===== config.mk =====
export PLATFORM = sky130hd
export DESIGN_NAME = cpu_run_controller_flat
export DESIGN_NICKNAME = d
export VERILOG_FILES = /design/src/rtl/cpu_ctrl_pkg.sv /design/src/rtl/cpu_run_controller_if.sv /design/src/rtl/sat_counter.sv /design/src/rtl/cpu_run_controller.sv /design/src/flat_wrapper.sv
export SDC_FILE = /design/constraint.sdc
export NUM_CORES = 1
export LEC_CHECK = 0
export ABC_AREA = 0
export CORE_AREA = 2 2 104 106
export CTS_CLUSTER_SIZE = 12
export DETAILED_ROUTE_END_ITERATION = 8
export DIE_AREA = 0 0 106 108
export PLACE_DENSITY = 0.75
export SYNTH_ARGS = -nofsm -noshare
export SYNTH_HDL_FRONTEND = slang
export SYNTH_SLANG_ARGS = --single-unit

===== constraint.sdc =====
create_clock -name clk -period 2.05 [get_ports clk]
set_input_delay 0.41 -clock clk [delete_from_list [all_inputs] [get_ports clk]]
set_output_delay 0.41 -clock clk [all_outputs]
set_load 0.01 [all_outputs]

===== src/rtl/cpu_ctrl_pkg.sv =====
// Shared types for the CPU run controller: FSM state and host command encodings.
package cpu_ctrl_pkg;

   typedef enum logic [2:0] {
      ST_IDLE  = 3'd0,
      ST_RESET = 3'd1,
      ST_LOAD  = 3'd2,
      ST_RUN   = 3'd3,
      ST_STEP  = 3'd4,
      ST_FAULT = 3'd5
   } ctrl_state_t;

   typedef enum logic [1:0] {
      CMD_LOAD = 2'd0,
      CMD_RUN  = 2'd1,
      CMD_STEP = 2'd2,
      CMD_HALT = 2'd3
   } host_cmd_t;

endpackage


===== src/rtl/cpu_run_controller_if.sv =====
// Host link: command channel plus program-word stream, both valid/ready.
interface cpu_run_controller_if #(
   parameter int unsigned ADDR_WIDTH = 16
);
   logic                  host_cmd_valid;
   logic                  host_cmd_ready;
   logic [1:0]            host_cmd;
   logic [ADDR_WIDTH-2:0] load_count;
   logic                  prog_valid;
   logic                  prog_ready;
   logic [31:0]           prog_data;

   modport master (
      output host_cmd_valid, host_cmd, load_count, prog_valid, prog_data,
      input  host_cmd_ready, prog_ready
   );

   modport slave (
      input  host_cmd_valid, host_cmd, load_count, prog_valid, prog_data,
      output host_cmd_ready, prog_ready
   );
endinterface


===== src/rtl/sat_counter.sv =====
// Up-counter with synchronous clear and enable that sticks at all-ones.
module sat_counter #(
   parameter int unsigned WIDTH = 32
) (
   input  logic             clk,
   input  logic             rst,
   input  logic             clr,
   input  logic             en,
   output logic [WIDTH-1:0] count
);

   always_ff @(posedge clk or negedge rst) begin
      if (!rst) begin
         count <= '0;
      end else if (clr) begin
         count <= '0;
      end else if (en && (count != '1)) begin
         count <= count + WIDTH'(1);
      end
   end

endmodule


===== src/rtl/cpu_run_controller.sv =====
// Host-side sequencer: program load, pipeline reset, run/step/halt gating and sticky fault.
module cpu_run_controller
   import cpu_ctrl_pkg::*;
#(
   parameter int unsigned ADDR_WIDTH      = 16,
   parameter int unsigned CYCLE_CNT_WIDTH = 32
) (
   input  logic                       clk,
   input  logic                       rst,
   cpu_run_controller_if.slave        host,
   output logic                       cpu_rst,
   output logic                       debug_enable,
   output logic                       instruction_write,
   output logic [31:0]                instruction_in,
   input  logic                       data_access_fault_exception,
   output logic [2:0]                 ctrl_state,
   output logic                       fault,
   output logic [CYCLE_CNT_WIDTH-1:0] cycle_count
);

   localparam int unsigned RW = ADDR_WIDTH - 1;
   localparam logic [RW-1:0] CAP = {1'b1, {(ADDR_WIDTH-2){1'b0}}};

   ctrl_state_t   state, state_next;
   host_cmd_t     cmd;
   logic [RW-1:0] remaining, remaining_next, clamped;
   logic          running;
   logic          cmd_fire, word_fire, fault_sample;

   assign cmd       = host_cmd_t'(host.host_cmd);
   assign clamped   = (host.load_count > CAP) ? CAP : host.load_count;
   assign cmd_fire  = host.host_cmd_valid && host.host_cmd_ready;
   assign word_fire = host.prog_valid && host.prog_ready;

   // Faults are only meaningful while the pipeline may be executing or parked.
   assign fault_sample = data_access_fault_exception &&
                         ((state == ST_IDLE) || (state == ST_RUN) || (state == ST_STEP));

   always_comb begin
      state_next     = state;
      remaining_next = remaining;
      case (state)
         ST_IDLE: begin
            if (cmd_fire) begin
               case (cmd)
                  CMD_LOAD: begin
                     state_next     = ST_RESET;
                     remaining_next = clamped;
                  end
                  CMD_RUN:  state_next = ST_RUN;
                  CMD_STEP: state_next = ST_STEP;
                  default:  state_next = ST_IDLE;
               endcase
            end
         end
         ST_RESET: state_next = (remaining == '0) ? ST_IDLE : ST_LOAD;
         ST_LOAD: begin
            if (word_fire) begin
               remaining_next = remaining - RW'(1);
               if (remaining == RW'(1)) state_next = ST_IDLE;
            end
         end
         ST_RUN: begin
            if (cmd_fire && (cmd == CMD_HALT)) state_next = ST_IDLE;
         end
         ST_STEP: state_next = ST_IDLE;
         ST_FAULT: begin
            if (cmd_fire && (cmd == CMD_LOAD)) begin
               state_next     = ST_RESET;
               remaining_next = clamped;
            end
         end
         default: state_next = ST_IDLE;
      endcase
      if (fault_sample) state_next = ST_FAULT;
   end

   // running keeps cpu_rst high and readies low until the first edge after rst releases.
   always_ff @(posedge clk or negedge rst) begin
      if (!rst) begin
         state             <= ST_IDLE;
         remaining         <= '0;
         running           <= 1'b0;
         instruction_write <= 1'b0;
         instruction_in    <= '0;
      end else begin
         state             <= state_next;
         remaining         <= remaining_next;
         running           <= 1'b1;
         instruction_write <= word_fire;
         if (word_fire) instruction_in <= host.prog_data;
      end
   end

   assign host.host_cmd_ready = running &&
                                ((state == ST_IDLE) || (state == ST_RUN) || (state == ST_FAULT));
   assign host.prog_ready     = (state == ST_LOAD);
   assign debug_enable        = (state == ST_RUN) || (state == ST_STEP);
   assign cpu_rst             = !running || (state == ST_RESET);
   assign fault               = (state == ST_FAULT);
   assign ctrl_state          = state;

   sat_counter #(
      .WIDTH (CYCLE_CNT_WIDTH)
   ) u_cycle_cnt (
      .clk   (clk),
      .rst   (rst),
      .clr   (state == ST_RESET),
      .en    (debug_enable),
      .count (cycle_count)
   );

endmodule


===== src/flat_wrapper.sv =====
// flat-port wrapper written by rule: the top's interface ports become plain ports
module cpu_run_controller_flat import cpu_ctrl_pkg::*;
#(
   parameter int unsigned ADDR_WIDTH      = 16,
   parameter int unsigned CYCLE_CNT_WIDTH = 32
)
  (clk, rst, cpu_rst, debug_enable, instruction_write, instruction_in, data_access_fault_exception, ctrl_state, fault, cycle_count, host_host_cmd_valid, host_host_cmd, host_load_count, host_prog_valid, host_prog_data, host_host_cmd_ready, host_prog_ready);
  cpu_run_controller_if #(.ADDR_WIDTH(ADDR_WIDTH)) host_i ();
  input  logic clk;
  input  logic rst;
  output logic cpu_rst;
  output logic debug_enable;
  output logic instruction_write;
  output logic [31:0] instruction_in;
  input  logic data_access_fault_exception;
  output logic [2:0] ctrl_state;
  output logic fault;
  output logic [CYCLE_CNT_WIDTH-1:0] cycle_count;
  input wire logic [$bits(host_i.host_cmd_valid)-1:0] host_host_cmd_valid;
  input wire logic [$bits(host_i.host_cmd)-1:0] host_host_cmd;
  input wire logic [$bits(host_i.load_count)-1:0] host_load_count;
  input wire logic [$bits(host_i.prog_valid)-1:0] host_prog_valid;
  input wire logic [$bits(host_i.prog_data)-1:0] host_prog_data;
  output wire logic [$bits(host_i.host_cmd_ready)-1:0] host_host_cmd_ready;
  output wire logic [$bits(host_i.prog_ready)-1:0] host_prog_ready;
  assign host_i.host_cmd_valid = host_host_cmd_valid;
  assign host_i.host_cmd = host_host_cmd;
  assign host_i.load_count = host_load_count;
  assign host_i.prog_valid = host_prog_valid;
  assign host_i.prog_data = host_prog_data;
  assign host_host_cmd_ready = host_i.host_cmd_ready;
  assign host_prog_ready = host_i.prog_ready;
  cpu_run_controller #(.ADDR_WIDTH(ADDR_WIDTH), .CYCLE_CNT_WIDTH(CYCLE_CNT_WIDTH)) u_core (.clk(clk), .rst(rst), .host(host_i), .cpu_rst(cpu_rst), .debug_enable(debug_enable), .instruction_write(instruction_write), .instruction_in(instruction_in), .data_access_fault_exception(data_access_fault_exception), .ctrl_state(ctrl_state), .fault(fault), .cycle_count(cycle_count));
endmodule

==> metrics.md <==
| Metric | Value |
|---|---|
| Die Height | `108 um` |
| Sink Count | `84` |
| Total core area | `around 10000 um^2` |
| Initial antenna violation count | `0` |
| Hold WS | `0.420 ns` |
| Antenna cells | `0` |
| Synthesis-to-finish area growth | `51.8%` |
| Placed Cells incl. Taps | `739` |
| Hold Violations, Final | `0` |
| # Max-Cap Violations | `0` |
| Status | `finished clean` |
| Total CTS buffers | `9` |
| Synth async-reset ratio | `100%` |
| Fmax | `498 MHz` |
| Crit-path max FO | `4` |
| Detailed Route WL | `12.5 mm` |
| R2R cell count | `6` |
| Final Cycle Share | `97.9%` |
| Clk_skew | `0.00843 ns` |
| Peak VDD IR | `0.784 mV` |
| Root Buffer | `clkbuf_8` |
| Final setup viols | `0` |
| Yosys warns | `0` |
| Hold crit path type | `in -> async` |
| I/O Buffers | `126` |
| Mapped Area | `between 4000 and 5000 um^2` |
| EDFF count, synth | `0` |
| Worst R2R Setup Slack | `0.04 ns` |
| WS Path Type | `reg -> reg` |
| Synth Flop Type | `dfrtp_1` |
| Clock slew at reported path FFs | `about 0.090 ns` |
| Worst Setup Start Kind | `flop` |
| Final Util | `64.0%` |
| Layout cells sized above 1 | `25.7%` |
| Pre-CTS WS | `-0.225 ns` |
| DPL Wire Length | `about 9 mm` |
| GRT overflow | `0` |
| Drt drc | `0` |
| Ports | `between 100 and 150` |
| Netlist cell types | `between 50 and 60` |
| Mapped Avg Cell Area | `10.0 um^2` |
| First-pass GRT wire length | `19.9 mm` |
| RSZ-0062 raised after global routing | `true` |
| Final #Nets | `684` |
| Vias in the first global route | `~4200` |
| Crit path required time | `approximately 2.3 ns` |
| Commonest non-fill, non-tap cells in the layout | `clkdlybuf4s50_1 (120), dfrtp_1 (81), buf_4 (74)` |
| Most common cell after layout, fill and taps aside | `clkdlybuf4s50_1` |
| Setup ws final | `0.0432 ns` |
| CTS tree | `built` |
| Leak Pwr | `2.75 nW` |
| Via count | `~4300` |
| Clock buffer depth | `2` |
| Minimum clock period | `approximately 2 ns` |
| Core Rows | `37` |
| Worst reg2reg endpoint | `u_core.u_cycle_cnt.count[26]$_DFFE_PN0P_` |
| Worst slew pin tran | `0.542 ns` |
| Pwr/cell area | `around 1000 nW/um^2` |
| Worst slew margin | `63.5%` |
| Die area | `between 10000 and 15000 um^2` |
| Worst Path Arrival | `2.30 ns` |
| Dpl cell area | `6200 um^2` |
| Initial DRC count | `253` |
| H-tree depth | `3` |
| Clock latency on the worst-skew pair | `0.36 ns` |
| Setup_tns | `0 ns` |
| Sequential fraction of the synthesis area | `48.7%` |
| Wire per inst | `16.2 um` |
| Post-synthesis register bit count | `84` |
| Total power | `just under 7 mW` |
| Maximum number of pins on one net before global-route repair | `51` |
| Post-Layout Cell Count | `roughly 770` |
| Router iterations before antenna repair | `5` |
| Syn_nets | `489` |
| Design area | `between 6000 and 7000 um^2` |
| Mapped Cells | `431` |
| Final antenna-violating net count | `0` |
| Vias per Instance | `5.59` |
| Die width | `around 110 um` |
| Initial core utilization | `42.2%` |
| Worst R2R Start | `u_core.ctrl_state[1]$_DFFE_PN0P_` |
| GPL Wtd Cong | `~0.86` |
| Pins Over Slew Limit | `0` |
| Nature of the critical path endpoint | `flop` |
| GRT Total Usage | `21.6%` |
critical path, cell delays in order (launching register included):
cell	delay [ns]
dfrtp_1	0.42
or3b_4	0.44
a211oi_2	0.25
nand4_1	0.19
buf_4	0.20
or3_1	0.30
a21oi_1	0.15
logic make-up after synthesis:
family | synth area share, %
other | 0.0869
AOI/OAI and AO/OA | 16.8
xor gates and xnor gates | 0.609
DFF | 48.7
and+or+nand+nor | 19.5
adders and majority gates | 1.16
buffers and inverters | 3.10
muxes | 10.0
cells in the mapped netlist, drive strengths merged, types with 2 or more instances:
cell type  count  area share (%)
buf            5            0.58
nand3b         2            0.35
or2            4            0.58
mux2          33             8.6
nor4          10             1.4
xor2           3            0.61
nand3         18             2.1
and4           4            0.81
or3           11             1.6
or4           10             1.7
o21a           2            0.35
nor3          10             1.2
and2           3            0.43
o31ai         12             2.3
nor3b          3            0.52
nand2         38             3.3
and3           4            0.58
o21ai         29             3.4
nand4         13             2.0
nor2          19             1.7
a21oi         34             4.0
a22oi          3            0.52
a31oi          2            0.29
a41o           2            0.46
ha             4             1.2
mux2i          6             1.4
inv           12             1.0
a41oi          3            0.61
o21bai         2            0.35
dfrtp         84              49
o2bb2ai        5             1.0
clkbuf        17             1.5
a22o           3            0.61
a211oi         3            0.52
report_power, final:
| group | total (mW) | internal (mW) | leakage [nW] | switching, mW |
|---|---|---|---|---|
| Sequential | 2.53 | 2.16 | 1.08 | 0.378 |
| Combinational | 3.19 | 1.74 | 1.58 | 1.45 |
| Clock | 1.15 | 0.470 | 0.0936 | 0.676 |
| Total | 6.87 | 4.37 | 2.75 | 2.50 |
how the worst max path moves through the flow:
stage | end | from | depth (start not counted)
6_report | u_core.u_cycle_cnt.count[26]$_DFFE_PN0P_ | u_core.ctrl_state[1]$_DFFE_PN0P_ | 6
3_5_place_dp | u_core.remaining[6]$_DFFE_PN0P_ | host_host_cmd[0] | 7
3_3_place_gp | u_core.remaining[8]$_DFFE_PN0P_ | host_host_cmd_valid | 7
4_1_cts | debug_enable | u_core.ctrl_state[1]$_DFFE_PN0P_ | 3
5_1_grt | u_core.u_cycle_cnt.count[23]$_DFFE_PN0P_ | u_core.u_cycle_cnt.count[21]$_DFFE_PN0P_ | 5
2_1_floorplan | u_core.u_cycle_cnt.count[8]$_DFFE_PN0P_ | u_core.ctrl_state[1]$_DFFE_PN0P_ | 6
layout make-up:
cell class                      instances  area, um^2
Timing Repair Buffer                  206        1880
Multi-Input combinational cell        313        2170
Tap cell                              136         170
Clock inverter                          7        62.6
Clock buffer                            9         124
Inverter                               12        45.0
Fill cell                             834        3680
Sequential cell                        84        2110
sequential cells by signal (all words and copies together), names as in the netlist:
| signal | count |
|---|---|
| u_core.ctrl_state | 3 |
| u_core.instruction_in | 32 |
| u_core.instruction_write | 1 |
| u_core.remaining | 15 |
| u_core.running | 1 |
| u_core.u_cycle_cnt.count | 32 |
per-layer routing:
| layer | up-vias | part of all wire [%] | global-route usage [%] |
|---|---|---|---|
| li1 | 2010 | - | - |
| met1 | 2066 | 39 | 26.4 |
| met2 | 194 | 52 | 38.0 |
| met3 | 17 | 7.1 | 5.36 |
| met4 | 0 | 1.4 | 6.77 |
| met5 | - | 0 | 0 |
timing repair:
item | 4_1_cts | 5_1_grt
pin swaps | 0 | 5
hold buffers | 1 | 0
cloned | 0 | 2
setup buffers | 0 | 9
gates resized for setup | 12 | 27
setup endpoints to repair | 7 | 30
endpoints found under the hold margin | 9 | 0
(Power assumes the default switching activity.)
